File: src/rtl/uart_tx_arbiter_pkg.sv
// Shared definitions for the UART TX arbiter: FSM states, the line terminator
// and the ceiling-log2 helper used to size counters.
package uart_tx_arbiter_pkg;

   typedef enum logic [1:0] {
      ST_IDLE  = 2'd0,
      ST_LOCK  = 2'd1,
      ST_DRAIN = 2'd2
   } state_t;

   localparam logic [7:0] NEWLINE = 8'h0A;

   // Owner index width; covers up to 8 requesters.
   localparam int IDX_W = 3;

   function automatic int clog2(input int value);
      int r;
      r = 0;
      while ((1 << r) < value) begin
         r = r + 1;
      end
      return r;
   endfunction

endpackage

File: src/rtl/uart_tx_arbiter_rr_pick.sv
// Combinational rotate-priority encoder: finds the first set request bit
// searching upward from (ptr+1) mod N with wrap-around.
module rr_pick
   import uart_tx_arbiter_pkg::*;
#(
   parameter int N = 4
) (
   input  logic [N-1:0]     req,
   input  logic [IDX_W-1:0] ptr,
   output logic             any,
   output logic [IDX_W-1:0] idx,
   output logic [N-1:0]     onehot
);

   always_comb begin
      any    = 1'b0;
      idx    = '0;
      onehot = '0;
      for (int i = 1; i <= N; i++) begin
         if (!any && req[(int'(ptr) + i) % N]) begin
            any = 1'b1;
            idx = IDX_W'((int'(ptr) + i) % N);
         end
      end
      if (any) begin
         onehot = N'(1) << idx;
      end
   end

endmodule

File: src/rtl/uart_tx_arbiter.sv
// Line-atomic round-robin arbiter sharing one UART transmitter between
// N_REQ byte-stream requesters through a single-byte holding register.
module uart_tx_arbiter
   import uart_tx_arbiter_pkg::*;
#(
   parameter int N_REQ        = 4,
   parameter int HOLD_TIMEOUT = 1024,
   parameter int LINE_LOCK    = 1
) (
   input  logic                 clk_i,
   input  logic                 rst_i,
   input  logic [N_REQ-1:0]     req_valid_i,
   input  logic [8*N_REQ-1:0]   req_data_i,
   output logic [N_REQ-1:0]     req_ready_o,
   output logic                 tx_valid_o,
   output logic [7:0]           tx_data_o,
   input  logic                 tx_ready_i,
   output logic [N_REQ-1:0]     grant_o,
   output logic [2:0]           owner_o
);

   localparam int CNT_W = (HOLD_TIMEOUT > 0) ? clog2(HOLD_TIMEOUT + 1) : 1;
   localparam logic [CNT_W-1:0] CNT_LAST = (HOLD_TIMEOUT > 0) ? CNT_W'(HOLD_TIMEOUT - 1) : '0;
   localparam logic [CNT_W-1:0] CNT_MAX  = '1;
   localparam logic [IDX_W-1:0] PTR_INIT = IDX_W'(N_REQ - 1);

   state_t             state, state_nxt;
   logic [N_REQ-1:0]   grant, grant_nxt;
   logic [IDX_W-1:0]   owner, owner_nxt;
   logic [IDX_W-1:0]   rr_ptr, rr_ptr_nxt;
   logic [CNT_W-1:0]   count, count_nxt;
   logic               tx_valid, tx_valid_nxt;
   logic [7:0]         tx_data, tx_data_nxt;

   logic               pick_any;
   logic [IDX_W-1:0]   pick_idx;
   logic [N_REQ-1:0]   pick_onehot;

   logic               owner_valid;
   logic [7:0]         owner_byte;
   logic               accept;
   logic               tx_done;

   rr_pick #(
      .N(N_REQ)
   ) u_pick (
      .req    (req_valid_i),
      .ptr    (rr_ptr),
      .any    (pick_any),
      .idx    (pick_idx),
      .onehot (pick_onehot)
   );

   always_comb begin
      owner_byte = '0;
      for (int k = 0; k < N_REQ; k++) begin
         if (grant[k]) begin
            owner_byte = req_data_i[8*k +: 8];
         end
      end
   end

   assign owner_valid = |(req_valid_i & grant);
   assign accept      = (state == ST_LOCK) && !tx_valid && owner_valid;
   assign tx_done     = tx_valid && tx_ready_i;

   assign req_ready_o = ((state == ST_LOCK) && !tx_valid) ? grant : '0;
   assign tx_valid_o  = tx_valid;
   assign tx_data_o   = tx_data;
   assign grant_o     = grant;
   assign owner_o     = owner;

   always_comb begin
      state_nxt    = state;
      grant_nxt    = grant;
      owner_nxt    = owner;
      rr_ptr_nxt   = rr_ptr;
      count_nxt    = count;
      tx_data_nxt  = tx_data;
      tx_valid_nxt = tx_done ? 1'b0 : tx_valid;

      case (state)
         ST_IDLE: begin
            if (pick_any) begin
               state_nxt  = ST_LOCK;
               grant_nxt  = pick_onehot;
               owner_nxt  = pick_idx;
               rr_ptr_nxt = pick_idx;
               count_nxt  = '0;
            end
         end

         ST_LOCK: begin
            if (accept) begin
               tx_data_nxt  = owner_byte;
               tx_valid_nxt = 1'b1;
               count_nxt    = '0;
               if ((LINE_LOCK == 0) || (owner_byte == NEWLINE)) begin
                  state_nxt = ST_DRAIN;
               end
            end else if (!owner_valid) begin
               // A stalled owner still presenting a byte is not idle.
               if (count != CNT_MAX) begin
                  count_nxt = count + CNT_W'(1);
               end
               if ((HOLD_TIMEOUT > 0) && (count == CNT_LAST)) begin
                  state_nxt = ST_DRAIN;
               end
            end
         end

         ST_DRAIN: begin
            if (!tx_valid || tx_ready_i) begin
               state_nxt = ST_IDLE;
               grant_nxt = '0;
            end
         end

         default: begin
            state_nxt = ST_IDLE;
            grant_nxt = '0;
         end
      endcase
   end

   always_ff @(posedge clk_i) begin
      if (rst_i) begin
         state    <= ST_IDLE;
         grant    <= '0;
         owner    <= '0;
         rr_ptr   <= PTR_INIT;
         count    <= '0;
         tx_valid <= 1'b0;
         tx_data  <= '0;
      end else begin
         state    <= state_nxt;
         grant    <= grant_nxt;
         owner    <= owner_nxt;
         rr_ptr   <= rr_ptr_nxt;
         count    <= count_nxt;
         tx_valid <= tx_valid_nxt;
         tx_data  <= tx_data_nxt;
      end
   end

endmodule

File: config.mk
export PLATFORM = sky130hd
export DESIGN_NAME = uart_tx_arbiter
export DESIGN_NICKNAME = d
export VERILOG_FILES = /design/src/rtl/uart_tx_arbiter_pkg.sv /design/src/rtl/uart_tx_arbiter_rr_pick.sv /design/src/rtl/uart_tx_arbiter.sv
export SDC_FILE = /design/constraint.sdc
export NUM_CORES = 1
export LEC_CHECK = 0
export ABC_AREA = 1
export BUFFER_PORTS_ARGS = -buffer_cell sky130_fd_sc_hd__buf_2
export CELL_PAD_IN_SITES_DETAIL_PLACEMENT = 0
export CELL_PAD_IN_SITES_GLOBAL_PLACEMENT = 2
export CORE_MARGIN = 2
export CORE_UTILIZATION = 28
export DETAILED_ROUTE_END_ITERATION = 10
export GPL_TIMING_DRIVEN = 1
export PLACE_DENSITY = 0.9
export SYNTH_ARGS = -nofsm -noshare
export SYNTH_HDL_FRONTEND = slang
export SYNTH_SLANG_ARGS = --single-unit
File: constraint.sdc
create_clock -name clk_i -period 3.25 [get_ports clk_i]
set_clock_uncertainty 0.15 [all_clocks]
set_input_delay 0.325 -clock clk_i [delete_from_list [all_inputs] [get_ports clk_i]]
set_output_delay 0.325 -clock clk_i [all_outputs]
set_load 0.005 [all_outputs]
==> run_results.csv, run 1 <==
group,metric,value,unit
final_layout,finalNetCount,425,
detailed_routing,wl_met2,2430,um
final_layout,fill_cells,772,
yosys,yosysSeqAreaShare,30.0,%
timing,setup_tns,0,ps
detailed_routing,wl_met3,280,um
final_layout,layout-drive-gt1-share,22.8,%
clock_network,htreeDepth,2,
timing,rsz0062_at_grt,"no",
power_and_ir_drop,p_per_area,838,mW/mm^2
detailed_routing,wl_per_cell,11.2,um
grt,grt_usage,14.9,%
clock_network,cts_sinks,30,
timing,hold_slack,187,ps
timing,fin_crit,2380,ps
power_and_ir_drop,power,2.05,mW
grt,grt_pass1_wl,9140,um
grt,antenna_found_initial,0,
setup_path,path_class,"flop to flop",
clock_network,postCtsSetupRepairBufs,0,
detailed_routing,first_iter_violations,81,
yosys,synth_nets,371,
die,pin_count,59,
clock_network,cts_repair_resize_count,0,
clock_network,cts_made_buffers,5,
grt,overflow,0,
detailed_routing,first_pass_iters,4,
timing,worst_slew_pin_slew,545,ps
die,die_h,88.5,um
detailed_routing,wl,5410,um
setup_path,crit_required,3280,ps
power_and_ir_drop,ir_drop,0.000299,V
detailed_routing,ant_nets,0,
placed_design,place_inst,474,
grt,grt_pass1_vias,1981,
timing,slew_viol_final,0,
placed_design,hpwl,4230,um
yosys,ys_ff_latch,30,
final_layout,utilization,35.7,%
die,rows,30,
yosys,ys_warn_count,0,
setup_path,r2r_cells,11,
yosys,yosys.cell_types.count,32,
detailed_routing,drc,0,
worst_hold_path,min_path_type,"input pin to flop",
status,status,"completed",
detailed_routing,via_per_inst,4.45,
setup_path,crit_start,"grant_o[1]",
clock_network,cts_buffer_depth,2,
clock_network,cts_root_buf,"clkbuf_8",
setup_path,critPathCaptureType,"flop",
detailed_routing,drt-met1-wl,2670,um
timing,fmax,420,MHz
yosys,syn_area,0.00200,mm^2
power_and_ir_drop,p_leak,1.20,nW
timing,period_share,73.2,%
die,die_x,88.5,um
die,core-area,0.00687,mm^2
setup_path,crit_arrival,2400,ps
setup_path,critPathMaxFanout,23,
clock_network,cts_hold_buf,0,
timing,finalSetupViolCount,0,
die,initial_utilization,29.1,%
setup_path,r2r_setup_slack,870,ps
yosys,syn_avg_cell_area,6.04,um^2
detailed_routing,via_count,2145,
final_layout,finalNonFillerCells,482,
worst_hold_path,min_delay_path_depth,4,
job,drv_cap,0,
placed_design,numPortBuffers,57,
timing,slew-limit-headroom,63.6,%
die,dieArea,0.00783,mm^2
clock_network,insertion_delay,280,ps
placed_design,gp_congestion,0.796,
setup_path,crit_end,"count[3]",
detailed_routing,top_layer,"met4",
clock_network,cts_tree,"done",
grt,grt_max_degree,24,
clock_network,path_clk_slew,70,ps
yosys,synthCells,331,
final_layout,syn2layout_area_growth,22.6,%
timing,finalHoldViolations,0,
final_layout,diodes,0,
setup_path,reg2reg_from,"grant_o[1]",
setup_path,startpoint_type,"flop",
setup_path,reg2reg_to,"count[3]",
synthesized netlist by cell type:
cell / number / area [um^2]
a21boi_0: 3 / 22.5
o211ai_1: 1 / 7.51
inv_2: 5 / 18.8
buf_6: 2 / 22.5
clkbuf_1: 3 / 11.3
a21o_1: 1 / 7.51
dfxtp_1: 30 / 601
xnor2_1: 1 / 8.76
nor4_1: 1 / 6.26
or2_2: 3 / 18.8
a31oi_1: 3 / 18.8
buf_2: 3 / 15.0
a21oi_2: 1 / 8.76
nor2_4: 4 / 45.0
nor2_8: 1 / 20.0
o21ai_0: 12 / 60.1
nor2_2: 3 / 18.8
nor2_1: 36 / 135
ha_1: 1 / 12.5
nand2_1: 108 / 405
nor3_1: 6 / 30.0
inv_1: 32 / 120
nand4_1: 2 / 12.5
nand4_2: 2 / 25.0
a21oi_1: 32 / 160
xor2_1: 1 / 8.76
inv_4: 1 / 6.26
conb_1: 1 / 3.75
buf_4: 2 / 15.0
nand2_2: 3 / 18.8
nand3_1: 23 / 115
o21ai_1: 4 / 20.0
worst min path at each step:
stage                   start      endpoint  slack [ps]
2_1_floorplan           rst_i    tx_valid_o         240
3_3_place_gp        count[10]     count[10]         310
3_5_place_dp       owner_o[1]    owner_o[1]         310
4_1_cts            tx_ready_i    tx_valid_o         180
5_1_grt        req_data_i[25]  tx_data_o[1]         200
6_report           tx_ready_i    tx_valid_o         190
power by group:
group	internal, mW	switching, mW
clock	0.214	0.142
combinational	0.384	0.716
sequential	0.464	0.134
total	1.06	0.992
through the flow:
step                instance area (um^2)  setup slack, ps
floorplan                           2000             1530
finish                              2450              871
global route                        2450              587
detailed placement                  2340              858
CTS                                 2450              835
global placement                    2340              908
area by class of cell:
type | count | area [um^2] | area share [%]
multi-input combinational | 253 | 1190 | 48.5
sequential | 30 | 601 | 24.5
timing repair buffer | 57 | 285 | 11.6
inverter | 38 | 145 | 5.92
tap | 96 | 120 | 4.90
clock buffer | 8 | 110 | 4.49
critical path: stages, from the launching register on:
cell and delay (ps):
dfxtp_1 590, inv_1 100, o21ai_0 320, nor2_4 100, nor2_8 260, nor2_2 90
nand2_2 90, nand2_2 60, nor2_4 270, nand2_1 90, nand3_1 90, nor2_1 50
cell usage in the layout (no fill, tap or decap):
cell type / n
nand2_1: 108
buf_2: 57
nor2_1: 36
inv_1: 32
a21oi_1: 32
dfxtp_1: 30
nand3_1: 23
o21ai_0: 12
clkbuf_8: 8
nor3_1: 6
inv_2: 5
nor2_4: 4
o21ai_1: 4
nor2_2: 3
nand2_2: 3
a31oi_1: 3
or2_2: 3
a21boi_0: 3
nand4_2: 2
nand4_1: 2
inv_4: 1
nor2_8: 1
nor4_1: 1
xor2_1: 1
xnor2_1: 1
a21oi_2: 1
a21o_1: 1
o211ai_1: 1
ha_1: 1
conb_1: 1
cells by family (layout without fill, tap and decap cells):
| group | count (synthesis) | count (layout) | synth area share (%) |
|---|---|---|---|
| and+or+nand+nor | 192 | 192 | 42.6 |
| AOI/OAI and AO/OA | 57 | 57 | 15.3 |
| buffers and inverters | 48 | 103 | 10.5 |
| DFF | 30 | 30 | 30.0 |
| xor gates and xnor gates | 2 | 2 | 0.876 |
| adders and majority gates | 1 | 1 | 0.626 |
| other | 1 | 1 | 0.188 |
state kept, by name (all words and copies together) (netlist names):
signal and count:
count 11, rr_ptr 2, tx_valid_o 1, owner_o 2, state 2, tx_data_o 8, grant_o 4
metal layers:
metal  vias to the layer above  GRT usage [%]
met2                        42           23.6
met4                         0           2.89
met5                         -              0
met1                       942           20.4
li1                       1159              -
met3                         2           4.10
Note: power is estimated with default switching activity, not from simulation.
==> run 2, diff against run 1 <==
--- a/config.mk
+++ b/config.mk
@@ -5,7 +5,7 @@
 export SDC_FILE = /design/constraint.sdc
 export NUM_CORES = 1
 export LEC_CHECK = 0
-export ABC_AREA = 1
+export ABC_AREA = 0
 export BUFFER_PORTS_ARGS = -buffer_cell sky130_fd_sc_hd__buf_2
 export CELL_PAD_IN_SITES_DETAIL_PLACEMENT = 0
 export CELL_PAD_IN_SITES_GLOBAL_PLACEMENT = 2
@@ -13,7 +13,7 @@
 export CORE_UTILIZATION = 28
 export DETAILED_ROUTE_END_ITERATION = 10
 export GPL_TIMING_DRIVEN = 1
-export PLACE_DENSITY = 0.9
+export PLACE_DENSITY = 0.85
 export SYNTH_ARGS = -nofsm -noshare
 export SYNTH_HDL_FRONTEND = slang
 export SYNTH_SLANG_ARGS = --single-unit
==> constraint.sdc (replaced) <==
create_clock -name clk_i -period 2.3 [get_ports clk_i]
set_clock_uncertainty 0.15 [all_clocks]
set_input_delay 0.23 -clock clk_i [delete_from_list [all_inputs] [get_ports clk_i]]
set_output_delay 0.23 -clock clk_i [all_outputs]
set_load 0.005 [all_outputs]
==> run 2 against run 1 <==
Effect of this change:
- sequential power is 11% higher
- total power is 5.5% lower
- critical path type unchanged
- critical endpoint is now count[7]
- critical path depth down 6
- register-to-register slack lost 750 ps
- clock power grew 45%
- first-iteration DRC count is the same
- setup slack lost 750 ps
- synthesized area fell by 13%
- non-clock buffer count rose by 13
==> run_results.csv, run 2 <==
group,metric,value,unit
final_layout,final_cell_mix,"buf_2, dfxtp_1, nor2_1",
clock_network,htreeDepth,2,
final_layout,top_register,"count",
placed_design,place_inst,349,
setup_path,crit_required,2320,ps
setup_path,critPathCaptureType,"flop",
final_layout,mostFrequentLayoutCell,"buf_2",
yosys,ys_ff_latch,30,
timing,worst_slew_pin_slew,523,ps
detailed_routing,via_count,1837,
yosys,ys.flop_type,"dfxtp_1",
power_and_ir_drop,pwr-share-seq,34.1,%
yosys,yosysMostFrequentCell,"dfxtp_1",
final_layout,finalNonFillerCells,358,
yosys,ys_warn_count,0,
yosys,synth_nets,256,
setup_path,path_class,"flop to flop",
timing,hold_slack,114,ps
yosys,synth_edf_count,0,
yosys,synth_area_leaders,"dfxtp_1, nor2_1, mux2i_1",
power_and_ir_drop,p_clk_share,26.6,%
worst_hold_path,min_path_type,"input pin to flop",
clock_network,cts_root_buf,"clkbuf_8",
die,dieArea,0.00683,mm^2
clock_network,cts_buffer_depth,2,
final_layout,seq_area,601,um^2
placed_design,gp_congestion,0.833,
clock_network,cts_sinks,30,
power_and_ir_drop,pwr-share-comb,39.3,%
die,core-area,0.00596,mm^2
yosys,yosys.cell_types.count,47,
placed_design,place_area,0.00216,mm^2
power_and_ir_drop,p_int,1.26,mW
power_and_ir_drop,power,1.94,mW
placed_design,numPortBuffers,57,
job,drv_cap,0,
detailed_routing,ant_nets,0,
power_and_ir_drop,p_leak,0.944,nW
final_layout,diodes,0,
clock_network,path_clk_slew,60,ps
detailed_routing,drc,0,
yosys,yosysSeqAreaShare,34.7,%
die,rows,28,
power_and_ir_drop,p_per_area,849,mW/mm^2
final_layout,layout-drive-gt1-share,30.7,%
timing,setup_tns,0,ps
timing,rsz0062_at_grt,"no",
die,pin_count,59,
clock_network,insertion_delay,280,ps
final_layout,largest_reg_flops,11,
grt,grt_usage,16.1,%
timing,fmax,460,MHz
yosys,syn_area,0.00173,mm^2
final_layout,finalNetCount,322,
yosys,syn_avg_cell_area,8.02,um^2
final_layout,fill_cells,634,
grt,grt_max_degree,22,
timing,slew_viol_final,0,
final_layout,syn2layout_area_growth,31.9,%
power_and_ir_drop,ir_drop,0.000330,V
timing,slew-limit-headroom,64.8,%
timing,finalHoldViolations,0,
clock_network,cts_tree,"done",
detailed_routing,wl,4890,um
yosys,synth_common_cells,"dfxtp_1, nor2_1, a21oi_1",
grt,antenna_found_initial,0,
setup_path,crit_arrival,2190,ps
timing,finalSetupViolCount,0,
die,die_x,82.6,um
timing,fin_crit,2180,ps
final_layout,multi_input_area,0.00108,mm^2
die,initial_utilization,29.1,%
clock_network,cts_made_buffers,5,
timing,period_share,94.6,%
detailed_routing,first_pass_iters,4,
grt,overflow,0,
yosys,yosysTopAreaCell,"dfxtp_1",
grt,grt_pass1_vias,1802,
setup_path,startpoint_type,"flop",
yosys,synthCells,216,
placed_design,hpwl,3770,um
detailed_routing,via_per_inst,5.13,
power_and_ir_drop,p_switching,0.682,mW
power_and_ir_drop,swShare,35.1,%
setup_path,critPathMaxFanout,6,
detailed_routing,wl_per_cell,13.7,um
die,die_h,82.6,um
yosys,async_flop_share,0,%
status,status,"completed",
detailed_routing,first_iter_violations,81,
grt,grt_pass1_wl,8370,um
yosys,synth_top_area_share,34.7,%
final_layout,fin_area,0.00228,mm^2
## run 2: changes by cell type after synthesis, sizes merged, moves of 11 or more
| cell | delta |
|---|---|
| a21oi | -19 |
| inv | -33 |
| nand2 | -101 |
| nand3 | -18 |
| nor2 | -17 |
| o21ai | -11 |
## run 2: repair_timing
item / 4_1_cts / 5_1_grt
resized for setup: 0 / 3
hold buffers: 0 / 0
setup endpoints to repair: 0 / 4
setup buffers: 0 / 1
## run 2: layer usage
layer / up-vias / track usage [%] / wire (um)
li1: 956 / - / -
met5: - / 0 / 0
met3: 8 / 4.46 / 288
met4: 0 / 6.72 / 91
met2: 55 / 25.7 / 2160
met1: 818 / 20.3 / 2350
## run 2: through the flow
step,utilization [%],setup slack (ps)
detailed placement,36.2,97.8
finish,38.4,124
CTS,38.0,122
global placement,36.2,127
floorplan,-,223
global route,38.4,15.0
## run 2: cell type report
| cell class | count | share of cell area [%] |
|---|---|---|
| clock buffers | 7 | 3.34 |
| clock inverters | 1 | 1.31 |
| inverters | 6 | 0.986 |
| well taps | 75 | 4.11 |
| multi-input cells | 169 | 47.2 |
| repair buffers | 70 | 16.8 |
| flip-flops and latches | 30 | 26.3 |
## run 2: critical path, cell delays in order, from the launching register on
cell and delay [ps]:
dfxtp_1 350, a22oi_2 260, a21oi_1 180, or3_4 430, or4_1 560, mux2i_1 130
## run 2: kinds of logic after synthesis
| group | count (synthesis) | synth area share [%] |
|---|---|---|
| other cells | 1 | 0.217 |
| compound gates | 59 | 24.4 |
| fa+ha+maj | 1 | 0.722 |
| buf+inv | 17 | 4.05 |
| flops | 30 | 34.7 |
| mux | 9 | 5.20 |
| simple gates | 98 | 30.3 |
| xor+xnor | 1 | 0.506 |
## run 2: final timing paths
kind / start / to / slack (ps) / cells past startpoint
worst min register to register: owner_o[1] / owner_o[1] / 300 / 2
worst min-delay path: rst_i / rr_ptr[0] / 110 / 3
worst max-delay path: grant_o[0] / count[7] / 120 / 5
worst max register to register: grant_o[0] / count[7] / 120 / 5
## run 2: power by group through the flow
stage	clock network [mW]	registers (mW)	logic [mW]
after floorplan	0	0.652	0.504
after global routing	0.558	0.674	0.868
after global placement	0	0.670	0.768
final	0.516	0.661	0.764
after CTS	0.535	0.660	0.758
after detailed placement	0	0.670	0.754
==> run 3, diff against run 2 <==
--- a/config.mk
+++ b/config.mk
@@ -6,7 +6,7 @@
 export NUM_CORES = 1
 export LEC_CHECK = 0
 export ABC_AREA = 0
-export BUFFER_PORTS_ARGS = -buffer_cell sky130_fd_sc_hd__buf_2
+export BUFFER_PORTS_ARGS = -buffer_cell sky130_fd_sc_hd__buf_4
 export CELL_PAD_IN_SITES_DETAIL_PLACEMENT = 0
 export CELL_PAD_IN_SITES_GLOBAL_PLACEMENT = 2
 export CORE_MARGIN = 2
@@ -14,6 +14,7 @@
 export DETAILED_ROUTE_END_ITERATION = 10
 export GPL_TIMING_DRIVEN = 1
 export PLACE_DENSITY = 0.85
+export SLEW_MARGIN = 5
 export SYNTH_ARGS = -nofsm -noshare
 export SYNTH_HDL_FRONTEND = slang
 export SYNTH_SLANG_ARGS = --single-unit
==> run 3 against run 2 <==
Effect of this change:
- register-to-register slack worse by 40 ps
- first-iteration DRC count is 27% lower
- sequential share of layout area is 1.2 points lower
- flip-flop and latch count stayed put
- total power is 1.4% lower
- global-route usage is 0.39 points higher
- non-clock buffer count is 2 lower
- largest power group unchanged
- highest routed layer unchanged
==> run_results.csv, run 3 (synthesis results as in run 2) <==
group,metric,value,unit
status,status,"completed",
clock_network,cts_root_buf,"clkbuf_8",
detailed_routing,wl_per_cell,14.1,um
timing,fin_crit,2220,ps
setup_path,r2r_setup_slack,80,ps
clock_network,path_clk_slew,60,ps
timing,rsz0062_at_grt,"no",
timing,fmax,451,MHz
placed_design,place_area,0.00229,mm^2
final_layout,largest_reg_flops,11,
timing,slew_viol_final,0,
placed_design,gp_congestion,0.840,
placed_design,numPortBuffers,57,
clock_network,cts_hold_buf,0,
detailed_routing,via_count,1865,
clock_network,cts_repair_resize_count,0,
clock_network,cts_made_buffers,5,
worst_hold_path,min_path_type,"input pin to flop",
power_and_ir_drop,p_leak,0.960,nW
timing,period_share,96.4,%
die,core-area,0.00596,mm^2
grt,grt_pass1_vias,1797,
final_layout,final_cell_mix,"buf_4, dfxtp_1, nor2_1",
die,dieArea,0.00683,mm^2
setup_path,startpoint_type,"flop",
die,rows,28,
final_layout,syn2layout_area_growth,38.1,%
setup_path,crit_end,"count[4]",
job,drv_cap,0,
setup_path,critPathCaptureType,"flop",
timing,worst_slack,82.4,ps
timing,worst_slew_pin_slew,526,ps
die,die_h,82.6,um
detailed_routing,first_iter_violations,59,
timing,slew-limit-headroom,64.5,%
setup_path,crit_required,2330,ps
worst_hold_path,worstHoldStart,"rst_i",
setup_path,path_class,"flop to flop",
power_and_ir_drop,p_int,1.21,mW
setup_path,reg2reg_from,"count[0]",
clock_network,htreeDepth,2,
clock_network,insertion_delay,280,ps
clock_network,postCtsSetupRepairBufs,0,
clock_network,cts_sinks,30,
grt,antenna_found_initial,0,
grt,overflow,0,
setup_path,critPathMaxFanout,5,
power_and_ir_drop,swShare,36.8,%
die,initial_utilization,29.1,%
setup_path,crit_start,"count[0]",
power_and_ir_drop,ir_drop,0.000311,V
clock_network,cts_buffer_depth,2,
final_layout,top_register,"count",
grt,grt_max_degree,23,
final_layout,diodes,0,
setup_path,r2r_cells,5,
power_and_ir_drop,p_per_area,800,mW/mm^2
clock_network,cts_tree,"done",
power_and_ir_drop,p_switching,0.703,mW
detailed_routing,wl,5010,um
detailed_routing,ant_nets,0,
timing,finalSetupViolCount,0,
timing,setup_tns,0,ps
final_layout,finalNetCount,320,
placed_design,place_ws,80.6,ps
grt,grt_usage,16.5,%
detailed_routing,drc,0,
power_and_ir_drop,p_clk_share,23.0,%
final_layout,layout-drive-gt1-share,29.9,%
timing,finalHoldViolations,0,
detailed_routing,via_per_inst,5.24,
setup_path,reg2reg_to,"count[4]",
die,die_x,82.6,um
grt,grt_pass1_wl,8520,um
setup_path,crit_arrival,2240,ps
final_layout,fin_area,0.00239,mm^2
final_layout,mostFrequentLayoutCell,"buf_4",
detailed_routing,first_pass_iters,4,
power_and_ir_drop,pwr-share-comb,42.4,%
die,pin_count,59,
placed_design,hpwl,3850,um
power_and_ir_drop,pwr-share-seq,34.7,%
run 3: changes by cell type in the layout (fill, tap and decap cells not counted), sizes merged:
cell    previous run  this run
bufinv             1         0
clkinv             1         2
buf               70        68
run 3: power groups by stage:
stage / logic [mW] / registers, mW / clock network [mW]
final: 0.810 / 0.663 / 0.439
after CTS: 0.804 / 0.662 / 0.456
after detailed placement: 0.802 / 0.673 / 0
after global placement: 0.811 / 0.673 / 0
after floorplan: 0.504 / 0.652 / 0
after global routing: 0.910 / 0.679 / 0.480
run 3: worst min path at each step:
stage,end,cells after the start,slack [ps]
after detailed placement,owner_o[1],2,310
after global routing,tx_data_o[0],2,150
after CTS,tx_data_o[7],2,140
after global placement,owner_o[1],2,290
final,tx_data_o[7],2,140
after floorplan,rr_ptr[0],2,230
run 3: area by class of cell:
type                       count  area (um^2)
timing repair buffer          68          510
multi-input combinational    169         1070
tap                           75         93.8
fill                         626         3560
clock inverter                 1         5.00
sequential                    30          601
clock buffer                   7         86.3
inverter                       6         22.5
run 3: stage by stage:
step / util, % / hold slack, ps / std cells / total power, mW
after detailed placement: 38.5 / 307 / 348 / 1.47
after floorplan: - / 229 / 216 / 1.16
after CTS: 40.0 / 139 / 356 / 1.92
final: 40.1 / 143 / 356 / 1.91
after global placement: 38.5 / 294 / 348 / 1.48
after global routing: 40.1 / 148 / 356 / 2.07
run 3: critical path: stages, from the launching register on:
cell and delay, ps:
dfxtp_1 340, ha_1 260, and4_1 250, nand4_1 170
or4b_2 660, o221a_2 270
run 3: per-layer routing:
layer / up-vias / global-route usage, % / routed length [um]
li1: 947 / - / -
met2: 60 / 26.4 / 2250
met5: - / 0 / 0
met1: 854 / 21.2 / 2390
met3: 4 / 4.89 / 315
met4: 0 / 5.41 / 60
